==> src/rtl/cp0_irq_ctrl.sv <==
// CP0 register file, Count/Compare timer and prioritised interrupt/exception redirect at commit.
// Redirect is combinational in the commit cycle, state updates land one cycle later; never stalls.
`ifndef causeERET
`define causeERET 5'h1f
`endif

module cp0_irq_ctrl #(
   parameter int          NUM_HW_IRQ   = 5,
   parameter logic [31:0] HANDLER_ADDR = 32'h0000_4180,
   parameter logic [31:0] PRID_VALUE   = 32'hDEAD_BEEF,
   parameter bit          TIMER_EN     = 1'b1
) (
   input  logic                  clk,
   input  logic                  reset,
   input  logic                  wr_en,
   input  logic [4:0]            reg_num,
   input  logic [31:0]           wr_data,
   output logic [31:0]           rd_data,
   input  logic [NUM_HW_IRQ-1:0] hw_irq,
   input  logic                  commit_valid,
   input  logic [31:0]           commit_pc,
   input  logic                  commit_bd,
   input  logic                  exc_valid,
   input  logic [4:0]            exc_cause,
   output logic                  jump,
   output logic [31:0]           jump_addr,
   output logic                  irq_pending
);

   localparam logic [4:0] CAUSE_ERET = `causeERET;

   logic [31:0]           count_q, count_d;
   logic [31:0]           compare_q, compare_d;
   logic                  tpend_q, tpend_d;
   logic [5:0]            im_q, im_d;
   logic                  exl_q, exl_d;
   logic                  ie_q, ie_d;
   logic                  bd_q, bd_d;
   logic [4:0]            code_q, code_d;
   logic [31:0]           epc_q, epc_d;
   logic [NUM_HW_IRQ-1:0] hw_q, hw_d;

   logic [5:0] ip;
   logic       take_irq, take_exc, take_eret, wr_ok;

   // IP[15:10] as a 6-bit vector: external lines low, timer on top
   always_comb begin
      ip = '0;
      for (int k = 0; k < NUM_HW_IRQ; k++) begin
         ip[k] = hw_q[k];
      end
      ip[5] = TIMER_EN ? tpend_q : 1'b0;
   end

   always_comb begin
      irq_pending = ~reset & ie_q & ~exl_q & (|(ip & im_q));
      take_irq    = irq_pending & commit_valid;
      take_exc    = ~reset & ~take_irq & exc_valid & (exc_cause != CAUSE_ERET);
      take_eret   = ~reset & ~take_irq & exc_valid & (exc_cause == CAUSE_ERET);
      jump        = take_irq | take_exc | take_eret;
      jump_addr   = take_eret ? epc_q : HANDLER_ADDR;
      wr_ok       = wr_en & ~jump;
   end

   always_comb begin
      rd_data = '0;
      case (reg_num)
         5'd9:    rd_data = TIMER_EN ? count_q : 32'd0;
         5'd11:   rd_data = TIMER_EN ? compare_q : 32'd0;
         5'd12:   rd_data = {16'd0, im_q, 8'd0, exl_q, ie_q};
         5'd13:   rd_data = {bd_q, 15'd0, ip, 3'd0, code_q, 2'd0};
         5'd14:   rd_data = epc_q;
         5'd15:   rd_data = PRID_VALUE;
         default: rd_data = '0;
      endcase
   end

   always_comb begin
      count_d   = count_q;
      compare_d = compare_q;
      tpend_d   = tpend_q;
      im_d      = im_q;
      exl_d     = exl_q;
      ie_d      = ie_q;
      bd_d      = bd_q;
      code_d    = code_q;
      epc_d     = epc_q;
      hw_d      = hw_irq;

      if (TIMER_EN) begin
         count_d = count_q + 32'd1;
         if (count_q == compare_q) begin
            tpend_d = 1'b1;
         end
      end

      if (wr_ok) begin
         case (reg_num)
            5'd9: begin
               if (TIMER_EN) count_d = wr_data;
            end
            5'd11: begin
               if (TIMER_EN) begin
                  compare_d = wr_data;
                  tpend_d   = 1'b0;
               end
            end
            5'd12: begin
               im_d  = wr_data[15:10];
               exl_d = wr_data[1];
               ie_d  = wr_data[0];
            end
            5'd14:   epc_d = wr_data;
            default: ;
         endcase
      end

      // EPC points at the branch when the victim sits in a delay slot
      if (take_irq | take_exc) begin
         exl_d  = 1'b1;
         bd_d   = commit_bd;
         epc_d  = commit_bd ? (commit_pc - 32'd4) : commit_pc;
         code_d = take_irq ? 5'd0 : exc_cause;
      end
      if (take_eret) begin
         exl_d = 1'b0;
      end
   end

   always_ff @(posedge clk) begin
      if (reset) begin
         count_q   <= '0;
         compare_q <= TIMER_EN ? 32'hFFFF_FFFF : 32'd0;
         tpend_q   <= 1'b0;
         im_q      <= 6'h3F;
         exl_q     <= 1'b0;
         ie_q      <= 1'b1;
         bd_q      <= 1'b0;
         code_q    <= '0;
         epc_q     <= '0;
         hw_q      <= '0;
      end else begin
         count_q   <= count_d;
         compare_q <= compare_d;
         tpend_q   <= tpend_d;
         im_q      <= im_d;
         exl_q     <= exl_d;
         ie_q      <= ie_d;
         bd_q      <= bd_d;
         code_q    <= code_d;
         epc_q     <= epc_d;
         hw_q      <= hw_d;
      end
   end

endmodule

==> config.mk <==
export PLATFORM = sky130hd
export DESIGN_NAME = cp0_irq_ctrl
export DESIGN_NICKNAME = d
export VERILOG_FILES = /design/src/rtl/cp0_irq_ctrl.sv
export SDC_FILE = /design/constraint.sdc
export NUM_CORES = 1
export LEC_CHECK = 0
export BUFFER_PORTS_ARGS = -buffer_cell sky130_fd_sc_hd__buf_2
export CORE_MARGIN = 5
export CORE_UTILIZATION = 55
export DETAILED_ROUTE_END_ITERATION = 16
export PLACE_DENSITY = 0.92
export SLEW_MARGIN = 20
export SYNTH_ARGS = -nofsm -noshare
export SYNTH_HDL_FRONTEND = slang
export SYNTH_SLANG_ARGS = --single-unit
==> constraint.sdc <==
create_clock -name clk -period 2.45 [get_ports clk]
set_clock_uncertainty 0.15 [all_clocks]
set_input_delay 0.49 -clock clk [delete_from_list [all_inputs] [get_ports clk]]
set_output_delay 0.49 -clock clk [all_outputs]
set_load 0.1 [all_outputs]
==> results.py, run 1 <==
metrics = {
    "yosys": {
        "ys_seq_area_share_pct": 33.5,
        "synth.distinct_cells": 60,
        "yosys_warnings": 0,
        "synth_fp_nets": 959,
        "synth_cells": 872,
        "synth_area_um2": 6940,
        "synthArstFlopShare_pct": 0,
        "synth_flop_cell": "dfxtp_1",
        "synth_seq_cells": 116,
        "synth-edff-count": 0,
        "avgSynthCellArea_um2": 7.95,
    },
    "place": {
        "gp_congestion": 1.01,
        "hpwl_mm": 22.0,
        "port_buffers": 150,
        "placedCellCount": 1188,
    },
    "run_status": {
        "haltStage": "global routing (5_1_grt)",
        "tool.error": "[ERROR DPL-0038] Utilization greater than 100%, impossible to legalize",
        "status": "aborted with a tool error",
    },
    "floorplanning": {
        "rows": 41,
        "fp.dieH_um": 122,
        "die_w_um": 122,
        "ioPinCount": 151,
        "start_util_pct": 55.6,
    },
    "sta": {
        "endpoint_type": "top-level output",
        "worst_endpoint": "jump_addr[11]",
    },
    "clock_tree": {
        "clock-root-buffer": "clkbuf_16",
        "cts.sinks": 116,
        "htreeDepth": 4,
        "clockBufferDepth": 2,
        "hold_buffers": 0,
        "cts_buffers": 17,
    },
    "grt": {
        "grt_max_degree": 79,
    },
}
-- cells by family after synthesis --
group | synth area share, %
flops | 33.5
fa+ha+maj | 0.361
compound gates | 22.0
simple gates | 26.3
xor+xnor | 11.4
buf+inv | 4.53
mux | 2.02
-- Yosys cell counts (all sizes together) (3+ instances only) --
library cell	instances	area, µm²
mux2i	14	140
o2111ai	4	35.0
nand2	51	194
o21ai	25	125
nor4bb	4	40.0
inv	3	11.3
clkbuf	67	251
o2bb2ai	6	52.6
a21oi	57	285
o22ai	27	175
nor3	55	290
nand3	19	95.1
o31ai	7	57.6
xnor2	63	552
or4	3	26.3
a221oi	15	131
a22oi	40	300
nor4	21	189
and4	3	26.3
xor2	27	236
nor2	100	375
buf	9	47.5
nand4	24	156
a211oi	31	233
nand2b	5	31.3
and3	3	18.8
and2	31	194
nor2b	8	50.1
a22o	3	26.3
nand4b	4	35.0
dfxtp	116	2320
or3	5	32.5
-- metrics by stage --
stage / TNS [ns] / utilization, % / cell area (µm²) / worst slack [ns]
after detailed placement: -6.93 / 79.0 / 9850 / -0.165
after global placement: -0.260 / 79.0 / 9850 / -0.0398
after floorplan: -0.182 / - / 7610 / -0.149
after CTS: -12.95 / 93.7 / 11700 / -0.368
-- repair_timing --
action / 4_1_cts
endpoints found under the setup margin: 78
resized for setup: 154
pin swaps: 50
setup buffers: 36
gates cloned: 12
==> run 2, diff against run 1 <==
--- a/config.mk
+++ b/config.mk
@@ -7,9 +7,9 @@
 export LEC_CHECK = 0
 export BUFFER_PORTS_ARGS = -buffer_cell sky130_fd_sc_hd__buf_2
 export CORE_MARGIN = 5
-export CORE_UTILIZATION = 55
+export CORE_UTILIZATION = 40
 export DETAILED_ROUTE_END_ITERATION = 16
-export PLACE_DENSITY = 0.92
+export PLACE_DENSITY_LB_ADDON = 0.15
 export SLEW_MARGIN = 20
 export SYNTH_ARGS = -nofsm -noshare
 export SYNTH_HDL_FRONTEND = slang
==> run 2 against run 1 <==
  * The flow now finishes, with violations (setup timing)
  * Area after synthesis stayed put
  * Synthesized cell count stayed put
==> results.py, run 2 <==
metrics = {
    "setup_path": {
        "worst_path_max_delay_cell": "dfxtp_2",
        "cpLargestDelayFamily": "compound AO/OA/AOI/OAI gates",
        "cp-start-kind": "flip-flop",
        "worst_setup_path_end_kind": "primary output",
        "cp_max_fo": 11,
        "path_class": "flip-flop to primary output",
        "path_cells": "a22o_4, o31a_1, nor4_4, buf_6, buf_12, and2_4, buf_12",
        "crit_path_frequent_cell": "buf_12",
        "critPathMaxStageDelay_ns": 0.32,
        "arrival_ns": 2.17,
        "cp_data_required_time_ns": 1.81,
        "path_buf_inv": 3,
    },
    "floorplanning": {
        "dieArea_um2": 20100,
        "die_w_um": 142,
        "start_util_pct": 40.4,
        "fp.dieH_um": 142,
        "ioPinCount": 151,
        "core_area_um2": 17200,
        "rows": 48,
    },
    "clock_tree": {
        "cts.sinks": 116,
        "cts_buffers": 17,
        "htreeDepth": 4,
        "clockBufferDepth": 2,
        "clk_pin_slew_ns": 0.06,
        "cts_tree": "yes",
        "insertion_delay_ns": 0.42,
        "hold_buffers": 0,
        "clock-root-buffer": "clkbuf_16",
    },
    "yosys": {
        "synth_flop_cell": "dfxtp_1",
        "synth.distinct_cells": 60,
        "synth_cells": 872,
        "synthArstFlopShare_pct": 0,
        "yosys.area.top_type": "dfxtp_1",
        "synth_seq_cells": 116,
        "synth-edff-count": 0,
        "synth_fp_nets": 959,
        "yosys-top-cells-area": "dfxtp_1, xnor2_1, nor2_1",
        "synth_most_common_cell": "dfxtp_1",
        "avgSynthCellArea_um2": 7.95,
        "synth_area_um2": 6940,
        "synth_commonest_cells": "dfxtp_1, nor2_1, clkbuf_1",
        "ys_seq_area_share_pct": 33.5,
        "yosysTopAreaCellShare_pct": 33.5,
        "yosys_warnings": 0,
    },
    "drt": {
        "drc_errors": 0,
        "ant_nets": 0,
        "drtIter0Drc": 666,
        "wl_per_cell_um": 21.2,
        "drt-vias-per-instance": 5.81,
        "dr.pass1.iters": 5,
        "drt-total-wl_mm": 27.3,
        "num_vias": 7498,
    },
    "sta": {
        "fmax_mhz": 356,
        "finalCriticalPeriod_ns": 2.81,
        "maxSlewViolCount": 0,
        "slew_headroom_pct": 44.5,
        "setup_ws_ns": -0.358,
        "worst_pin_slew_ns": 0.832,
        "finalSetupViolations": 36,
        "finalHoldViolCount": 0,
        "finalCritPeriodShare_pct": 115,
        "rsz0062_at_grt": "yes",
    },
    "pwr": {
        "powerDensity_nw_per_um2": 517,
        "peakVddDrop_v": 0.000486,
        "leakagePower_nw": 4.00,
    },
    "grt": {
        "grt_max_degree": 82,
        "grt_usage_pct": 26.5,
        "grt_pass1_wl_mm": 41.2,
        "antenna_found_initial": 3,
        "grt_pass1_vias": 7166,
        "overflow": 0,
    },
    "final_layout": {
        "reg.largest.list": "compare_q x32, count_q x32, epc_q x32",
        "fin_area_um2": 11000,
        "final_common_cell": "dfxtp_1",
        "antennaDiodeCount": 0,
        "fin_nets": 1140,
        "drive_gt1_share_pct": 36.2,
        "syn2layout_area_growth_pct": 59.1,
        "final_cell_mix": "dfxtp_1, nor2_1, buf_12, buf_2, buf_4",
    },
    "place": {
        "post-place-ws_ns": -0.0347,
        "port_buffers": 150,
        "placed_area_um2": 10000,
        "gp_congestion": 0.871,
        "hpwl_mm": 20.2,
    },
    "run_status": {
        "violations": "setup timing",
        "status": "finished with violations",
    },
    "hold_path": {
        "hp-class": "primary input to flip-flop",
    },
    "job": {
        "drv_cap": 0,
    },
}
==> run 2: cell counts after synthesis <==
Identical to the previous run, type by type.
==> run 2: final timing paths <==
path	cells past startpoint	start	slack [ns]	end
worst max register to register	9	im_q[1]	0.07	compare_q[21]
worst min-delay path	3	commit_pc[1]	0.12	epc_q[1]
worst max-delay path	7	hw_q[0]	-0.36	jump_addr[10]
worst min register to register	2	bd_q	0.34	bd_q
==> run 2: metal layers <==
| layer | vias up | wire [µm] | global-route usage [%] |
|---|---|---|---|
| li1 | 3592 | - | - |
| met1 | 3568 | 12400 | 38.3 |
| met2 | 286 | 12300 | 40.3 |
| met3 | 46 | 2130 | 5.53 |
| met4 | 6 | 471 | 7.07 |
| met5 | - | 30 | 0 |
==> run 2: layout make-up <==
class                      count  area [µm²]
fill                        1427        6140
multi-input combinational    676        5070
timing repair buffer         238        2740
sequential                   116        2330
clock buffer                  22         444
tap                          225         282
clock inverter                10         156
inverter                       4        20.0
==> run 2: worst register-to-register path: cells and delay by family (launching register included) <==
| kind | cells | cell delay [ns] |
|---|---|---|
| flops | 1 | 0.32 |
| compound gates | 3 | 0.74 |
| simple gates | 2 | 0.35 |
| buf+inv | 4 | 0.70 |
==> run 2: report_power, final <==
| part | total, mW | switching [mW] | internal (mW) |
|---|---|---|---|
| Clock | 2.57 | 0.873 | 1.69 |
| Sequential | 2.08 | 0.111 | 1.97 |
| Combinational | 1.06 | 0.636 | 0.426 |
==> run 2: cells by family (layout without fill, tap and decap cells) <==
family,after synthesis,after routing,synth area share [%]
xor+xnor,90,90,11.4
simple gates,343,343,26.3
fa+ha+maj,2,2,0.361
buf+inv,80,274,4.53
flops,116,116,33.5
mux,14,14,2.02
compound gates,227,227,22.0
==> run 2: through the flow <==
step	hold slack (ns)	std cells	TNS [ns]	total power, mW	util, %
3_5_place_dp	0.323	1243	-0.311	3.11	58.4
4_1_cts	0.108	1284	-11.63	5.70	63.3
5_1_grt	0.124	1291	-14.57	5.88	64.2
2_1_floorplan	0.282	872	-0.182	2.65	-
6_report	0.121	1291	-11.14	5.71	64.2
3_3_place_gp	0.320	1243	-0.0450	3.11	58.4
==> run 2: repair_timing <==
action / 4_1_cts / 5_1_grt
gates resized for setup: 28 / 22
buffers inserted: 6 / 7
pin swaps: 16 / 14
endpoints found under the setup margin: 43 / 77
cloned: 3 / 3
Power figures use the tool's default switching activity.
